===== src/rtl/alu_pipe.sv =====
// alu_pipe: handshaked WIDTH-bit ALU with a registered result and {Z,N,C,V} status.
// LSL/ASR run iteratively, one bit per cycle, in a small IDLE/SHIFT FSM.
module alu_pipe #(
  parameter int WIDTH = 16
) (
  input  logic             clk,
  input  logic             rst,
  input  logic             in_valid,
  output logic             in_ready,
  input  logic [WIDTH-1:0] val_A,
  input  logic [WIDTH-1:0] val_B,
  input  logic [2:0]       ALU_op,
  output logic             out_valid,
  input  logic             out_ready,
  output logic [WIDTH-1:0] ALU_out,
  output logic [3:0]       flags
);
  localparam int SW = $clog2(WIDTH);

  localparam logic [2:0] OP_ADD  = 3'b000;
  localparam logic [2:0] OP_SUB  = 3'b001;
  localparam logic [2:0] OP_AND  = 3'b010;
  localparam logic [2:0] OP_NOTB = 3'b011;
  localparam logic [2:0] OP_OR   = 3'b100;
  localparam logic [2:0] OP_XOR  = 3'b101;
  localparam logic [2:0] OP_LSL  = 3'b110;
  localparam logic [2:0] OP_ASR  = 3'b111;

  typedef enum logic {
    IDLE  = 1'b0,
    SHIFT = 1'b1
  } state_t;

  state_t state, state_next;

  logic signed [WIDTH-1:0] work_p1;
  logic [SW-1:0]           count_p1;
  logic                    asr_p1;

  logic                    accept;
  logic                    is_shift;
  logic                    start_shift;
  logic [SW-1:0]           shamt;
  logic                    load;
  logic [WIDTH-1:0]        load_res;
  logic [3:0]              load_flags;
  logic signed [WIDTH-1:0] step_res;
  logic                    step_c;

  function automatic logic [3:0] pack_flags(input logic [WIDTH-1:0] r,
                                            input logic c,
                                            input logic v);
    return {(r == '0), r[WIDTH-1], c, v};
  endfunction

  // Returns {V, C, sum} for a + b + cin; V uses the operand/result sign rule.
  function automatic logic [WIDTH+1:0] add_full(input logic signed [WIDTH-1:0] a,
                                                input logic signed [WIDTH-1:0] b,
                                                input logic cin);
    logic [WIDTH:0] sum;
    logic           v;
    sum = {1'b0, a} + {1'b0, b} + {{WIDTH{1'b0}}, cin};
    v   = (a[WIDTH-1] == b[WIDTH-1]) && (sum[WIDTH-1] != a[WIDTH-1]);
    return {v, sum};
  endfunction

  // Single-cycle operations; shifts only reach here with a zero amount.
  function automatic logic [WIDTH+3:0] alu_eval(input logic [2:0]       op,
                                                input logic [WIDTH-1:0] a,
                                                input logic [WIDTH-1:0] b);
    logic [WIDTH+1:0] s;
    logic [WIDTH-1:0] r;
    logic             c;
    logic             v;
    s = '0;
    r = '0;
    c = 1'b0;
    v = 1'b0;
    case (op)
      OP_ADD: begin
        s = add_full(a, b, 1'b0);
        r = s[WIDTH-1:0];
        c = s[WIDTH];
        v = s[WIDTH+1];
      end
      OP_SUB: begin
        s = add_full(a, ~b, 1'b1);
        r = s[WIDTH-1:0];
        c = s[WIDTH];
        v = s[WIDTH+1];
      end
      OP_AND:  r = a & b;
      OP_NOTB: r = ~b;
      OP_OR:   r = a | b;
      OP_XOR:  r = a ^ b;
      default: r = a;
    endcase
    return {pack_flags(r, c, v), r};
  endfunction

  // One-bit shift; returns {bit shifted out, shifted value}.
  function automatic logic [WIDTH:0] shift_step(input logic signed [WIDTH-1:0] w,
                                                input logic asr);
    if (asr) begin
      return {w[0], w >>> 1};
    end
    return {w[WIDTH-1], w << 1};
  endfunction

  assign shamt       = val_B[SW-1:0];
  assign is_shift    = (ALU_op == OP_LSL) || (ALU_op == OP_ASR);
  assign in_ready    = (state == IDLE) && (!out_valid || out_ready);
  assign accept      = in_valid && in_ready;
  assign start_shift = accept && is_shift && (shamt != '0);

  assign {step_c, step_res} = shift_step(work_p1, asr_p1);

  always_comb begin
    state_next = state;
    load       = 1'b0;
    load_res   = '0;
    load_flags = '0;
    case (state)
      IDLE: begin
        if (start_shift) begin
          state_next = SHIFT;
        end else if (accept) begin
          load                   = 1'b1;
          {load_flags, load_res} = alu_eval(ALU_op, val_A, val_B);
        end
      end
      SHIFT: begin
        // Final step lands straight into the result register.
        if (count_p1 == SW'(1)) begin
          state_next = IDLE;
          load       = 1'b1;
          load_res   = step_res;
          load_flags = pack_flags(step_res, step_c, 1'b0);
        end
      end
    endcase
  end

  // Stage boundary: control state.
  always_ff @(posedge clk or posedge rst) begin
    if (rst) begin
      state     <= IDLE;
      out_valid <= 1'b0;
      count_p1  <= '0;
      asr_p1    <= 1'b0;
    end else begin
      state <= state_next;
      if (load) begin
        out_valid <= 1'b1;
      end else if (out_ready) begin
        out_valid <= 1'b0;
      end
      if (start_shift) begin
        count_p1 <= shamt;
        asr_p1   <= ALU_op[0];
      end else if (state == SHIFT) begin
        count_p1 <= count_p1 - SW'(1);
      end
    end
  end

  // Stage boundary: result, status and shift work register.
  always_ff @(posedge clk or posedge rst) begin
    if (rst) begin
      ALU_out <= '0;
      flags   <= '0;
      work_p1 <= '0;
    end else begin
      if (load) begin
        ALU_out <= load_res;
        flags   <= load_flags;
      end
      if (start_shift) begin
        work_p1 <= val_A;
      end else if (state == SHIFT) begin
        work_p1 <= step_res;
      end
    end
  end

endmodule


===== config.mk =====
export PLATFORM = sky130hd
export DESIGN_NAME = alu_pipe
export DESIGN_NICKNAME = d
export VERILOG_FILES = /design/src/rtl/alu_pipe.sv
export SDC_FILE = /design/constraint.sdc
export NUM_CORES = 1
export LEC_CHECK = 0
export ABC_CLOCK_PERIOD_IN_PS = 5800
export CORE_MARGIN = 5
export CORE_UTILIZATION = 46
export CTS_CLUSTER_SIZE = 28
export DETAILED_ROUTE_END_ITERATION = 8
export HOLD_SLACK_MARGIN = 0.15
export PLACE_DENSITY = 0.68
export SYNTH_ARGS = -nofsm -noshare
export SYNTH_HDL_FRONTEND = slang
export SYNTH_SLANG_ARGS = --single-unit

===== constraint.sdc =====
create_clock -name clk -period 5.8 [get_ports clk]
set_input_delay 0.87 -clock clk [delete_from_list [all_inputs] [get_ports clk]]
set_output_delay 0.87 -clock clk [all_outputs]
set_load 0.02 [all_outputs]

==> results by stage <==
STA:
- The achievable clock frequency is about 210 MHz.
- Measured against its own limit, the worst slew margin works out to approximately two fifths.
- At the pin with the least slew margin, the transition time is roughly 0.90 ns.
- After layout, the worst path uses about 81% of the clock period.
- Setup violations remaining at the end of the flow were counted as 0.
- On the final layout, the worst hold slack is 0.4860 ns.
- The number of pins exceeding their max-slew limit in the final report is 0.
- Setup repair after global routing left no endpoint under its margin.
- The number of failing hold endpoints at the final stage is 0.
- The worst path needs about 4.7 ns of the cycle, external delays included.
- For the final database, setup skew stands at 0.004211 ns.
- Summed over all failing endpoints, the final setup total negative slack is 0 ns.

Global route:
- Entering global routing, the biggest net connects 43 pins.
- The total global-route track usage is 24.70%.
- After global routing the overflow that remains totals 0.
- The number of antenna violations at the first check in global routing is 0.
- The global-route wire length before repair is 26.74 mm.
- The via count of the first global-routing pass is between 5000 and 6000.

Worst setup path:
- The signal on the critical path passes through clkdlybuf4s50_1 > inv_1 > ha_1 > a211oi_1 > o21bai_1 > a2111oi_2 > nor3_1 > a2111o_1 > o221ai_1 > o2111ai_1 > a2111o_1 > nand2_1.
- The startpoint identified for the worst register-to-register timing path is state.
- The critical setup path kind is primary input to flop.
- The kind of start point of the critical path is a primary input.
- Among the stages of the critical path, the cell type that occurs most often is sky130_fd_sc_hd__a2111o_1.
- The top cell family by delay on the critical path is compound AO/OA/AOI/OAI gates.
- In this design, the stage delay of the slowest critical-path cell is between 0.6 and 0.7 ns.
- The capture point of the worst reg-to-reg path is flags[3].
- STA puts the critical path data arrival time at between 4 and 5 ns.
- For the worst setup path, the data required time is approximately 6.0 ns.
- The maximum fanout along the worst path is 6.
- The cell type of the slowest stage on the worst timing path is sky130_fd_sc_hd__clkdlybuf4s50_1.
- The flop-to-flop setup slack is between 3 and 4 ns.
- The critical path contains buffers and inverters numbering 2 combined.
- The depth of the worst register-to-register path is 8.
- The type of element capturing the critical path is a flop.

Routing:
- The final antenna-violating net count is 0.
- The routed layout has about 5300 vias.
- The total detailed-routing wirelength is between 15 and 20 mm.
- In the routed design, unresolved DRC markers number 0.
- Using the TritonRoute via totals, the vias-per-cell ratio works out to roughly 6.4.
- The starting DRC count in detailed routing is 716.
- Dividing the detail-routed wire length by the instance count gives 20.18 µm.
- For this run, the detailed router's first-pass iteration total came to 7.

CTS:
- The root buffer cell is sky130_fd_sc_hd__clkbuf_16.
- The number of buffers inserted by hold repair at cts is 0.
- Post-CTS timing repair inserted 0 buffers for setup.
- The post-cts sizing count is 0.
- The clock reaches the later pin of the worst-skew pair after 0.28 ns.
- The number of clock sinks is 42.
- TritonCTS built the clock tree.
- The CTS clock-pin slew for the worst setup and hold paths is ~0.050 ns.
- Clock tree synthesis inserted a total of 5 buffers.
- The maximum count of clock buffers along a single path is 2.
- The number of levels the H-tree was split into is 2.

Synth:
- The most frequently used cell type in the post-synthesis netlist is sky130_fd_sc_hd__inv_1.
- The synthesized netlist occupies a cell area of just over 0.005 mm².
- The proportion of synthesized chip area in sequential cells is roughly 20%.
- The biggest area contributor in the post-synthesis netlist is sky130_fd_sc_hd__dfrtp_1.
- During synthesis, Yosys emitted a total of 0 warnings.
- The total nets after synthesis is 743.
- The cell count after synthesis is around 650.
- In this run, synthesis produced a sequential element count of between 40 and 50.
- After synthesis, the cell types taking the most area are sky130_fd_sc_hd__dfrtp_1 (20%), sky130_fd_sc_hd__ha_1 (13%), sky130_fd_sc_hd__a221o_1 (4.6%), sky130_fd_sc_hd__mux2i_1 (4.6%), sky130_fd_sc_hd__inv_1 (4.4%).
- Counting flops with a built-in enable in the synthesized netlist gives 0.
- Averaged over all synthesized cells, the footprint is 7.968 µm².
- The most used flip-flop cell after synthesis is sky130_fd_sc_hd__dfrtp_1.
- In this run the biggest area consumer among cell types represents 20.32% of the synthesized area.
- Sorting the synthesized cells by how often they occur yields sky130_fd_sc_hd__inv_1 (61), sky130_fd_sc_hd__ha_1 (53), sky130_fd_sc_hd__nor2_1 (48).
- Synthesis instantiated between 70 and 80 different standard cells from the library.
- The proportion of synthesized flip-flops having asynchronous set or reset is 100.0%.

Power:
- The power per cell area is between 300 and 400 mW/mm².
- The largest vdd supply drop is 0.3103 mV.
- For this design the static power due to leakage is approximately 2.6 nW.

Layout:
- The net count of the finished layout is ~780.
- The layout has approximately 1100 filler cells.
- The number of antenna diodes in the final layout is 0.
- The final instance area is between 0.006 and 0.007 mm².
- The area growth from synthesis to layout is 16.09%.
- Cells with a size suffix above 1 make up under 10% of the layout.

Min path:
- The hold-critical path depth is 2.
- The type of the tightest min-delay check is flop to flop.
- The path with the worst hold slack has its endpoint at ALU_out[7].
- The beginning of the worst hold path is ALU_out[7].

Die:
- The core box area is 0.01094 mm².
- The die is between 100 and 150 µm tall.
- Measured along the x axis, the die boundary spans between 100 and 150 µm.
- The row count is 38.
- The I/O pin count is 61.
- The die area is about 0.013 mm².
- The initial utilization of the core area, before any placement, comes to 47.29%.

Placement:
- The count of input and output buffers is 60.
- The final weighted congestion of routability-driven global placement is a little under 1.
- Once placement finished, the instance area stood at about 0.006 mm².
- Once detailed placement completed, the half-perimeter wirelength came to roughly 13 mm.

Outcome:
- The run finished with clean final reports.

Run:
- The tool flagged a number of max-cap violations equal to 0.
[flip-flops by register name, summed over array words and instances (netlist names)]
signal and cells:
ALU_out 15, asr_p1 1, count_p1 4, flags 4, out_valid 1, state 1
work_p1 16
[routing by layer]
metal  share of wire [%]  GRT usage, %  wire length [µm]  vias up
met1                  46         35.93              7644     2562
met3                 8.2         3.081              1371       16
li1                    -             -                 -     2468
met5                   0             0                 0        -
met2                  45         39.97              7538      255
met4                0.79         4.022               132        0
[layout make-up]
class,instances,area (µm²),area share (%)
Multi-Input combinational cell,501,3681,61.32
Tap cell,140,175.2,2.918
Timing Repair Buffer,77,728.2,12.13
Sequential cell,42,1051,17.51
Inverter,61,229.0,3.814
Clock buffer,6,138.9,2.313
[worst reg2reg max path: stages (launching register included)]
cell	delay, ns
sky130_fd_sc_hd__dfrtp_1	0.36
sky130_fd_sc_hd__buf_4	0.20
sky130_fd_sc_hd__a21oi_1	0.30
sky130_fd_sc_hd__nand2_1	0.17
sky130_fd_sc_hd__nor2_1	0.36
sky130_fd_sc_hd__nand4_1	0.18
sky130_fd_sc_hd__or4b_1	0.51
sky130_fd_sc_hd__a2111o_1	0.36
sky130_fd_sc_hd__nand2_1	0.07
[cell families (layout without fill, tap and decap cells)]
family          count (synthesis)  in the layout  share of synthesized area [%]
simple gates                  195            195                          19.38
flops                          42             42                          20.32
xor+xnor                        6              6                          1.016
mux                            29             29                          5.952
fa+ha+maj                      55             55                          13.60
compound gates                216            216                          31.14
buf+inv                       106            144                          8.589
[through the flow]
stage | worst slack (ns) | util, % | total power, mW | std cells
after floorplan | 2.212 | - | 1.203 | 649
after global placement | 0.9214 | 53.63 | 1.551 | 821
after detailed placement | 0.9560 | 53.63 | 1.566 | 821
after CTS | 1.224 | 54.90 | 1.845 | 827
after global routing | 0.9584 | 54.90 | 1.963 | 827
final | 1.130 | 54.90 | 1.849 | 827
[power by group]
| part | total [mW] | internal, mW | switching [mW] |
|---|---|---|---|
| clock | 0.271 | 0.166 | 0.105 |
| sequential | 0.541 | 0.421 | 0.120 |
| combinational | 1.04 | 0.469 | 0.568 |
[worst max-delay path by stage]
stage / startpoint / to / slack, ns / depth (start not counted)
3_5_place_dp: val_A[1] / flags[3] / 0.96 / 12
2_1_floorplan: val_B[1] / flags[3] / 2.21 / 11
6_report: val_A[1] / flags[3] / 1.13 / 12
4_1_cts: val_A[1] / flags[3] / 1.22 / 12
5_1_grt: val_A[1] / flags[3] / 0.96 / 12
3_3_place_gp: val_A[1] / flags[3] / 0.92 / 12
[placed cells by master, fill, tap and decap left out, types with 3 or more instances in the layout]
cell and n:
sky130_fd_sc_hd__a221oi_1 5, sky130_fd_sc_hd__nand2b_1 16, sky130_fd_sc_hd__or2_2 5, sky130_fd_sc_hd__clkdlybuf4s50_1 60, sky130_fd_sc_hd__nor4_1 4, sky130_fd_sc_hd__a221o_1 24
sky130_fd_sc_hd__dfrtp_1 42, sky130_fd_sc_hd__clkbuf_16 5, sky130_fd_sc_hd__a22oi_1 4, sky130_fd_sc_hd__o211ai_1 9, sky130_fd_sc_hd__a21oi_1 40, sky130_fd_sc_hd__o31ai_1 7
sky130_fd_sc_hd__a211o_1 3, sky130_fd_sc_hd__nand2_1 41, sky130_fd_sc_hd__nand3_1 10, sky130_fd_sc_hd__nand4_1 4, sky130_fd_sc_hd__and2_1 4, sky130_fd_sc_hd__o21bai_1 11
sky130_fd_sc_hd__ha_1 53, sky130_fd_sc_hd__o41ai_1 3, sky130_fd_sc_hd__a21o_1 7, sky130_fd_sc_hd__a211oi_1 7, sky130_fd_sc_hd__nor2_1 48, sky130_fd_sc_hd__a31oi_1 7
sky130_fd_sc_hd__o2111ai_1 3, sky130_fd_sc_hd__mux2i_1 24, sky130_fd_sc_hd__nor2b_1 27, sky130_fd_sc_hd__a21boi_0 3, sky130_fd_sc_hd__inv_1 61, sky130_fd_sc_hd__nor3_1 14
sky130_fd_sc_hd__buf_4 17, sky130_fd_sc_hd__o21ai_0 33, sky130_fd_sc_hd__o221ai_1 18, sky130_fd_sc_hd__xnor2_1 5, sky130_fd_sc_hd__mux2_2 4, sky130_fd_sc_hd__or3_1 6
sky130_fd_sc_hd__a2111oi_0 6
No activity file was read; power rests on OpenSTA's default activity.
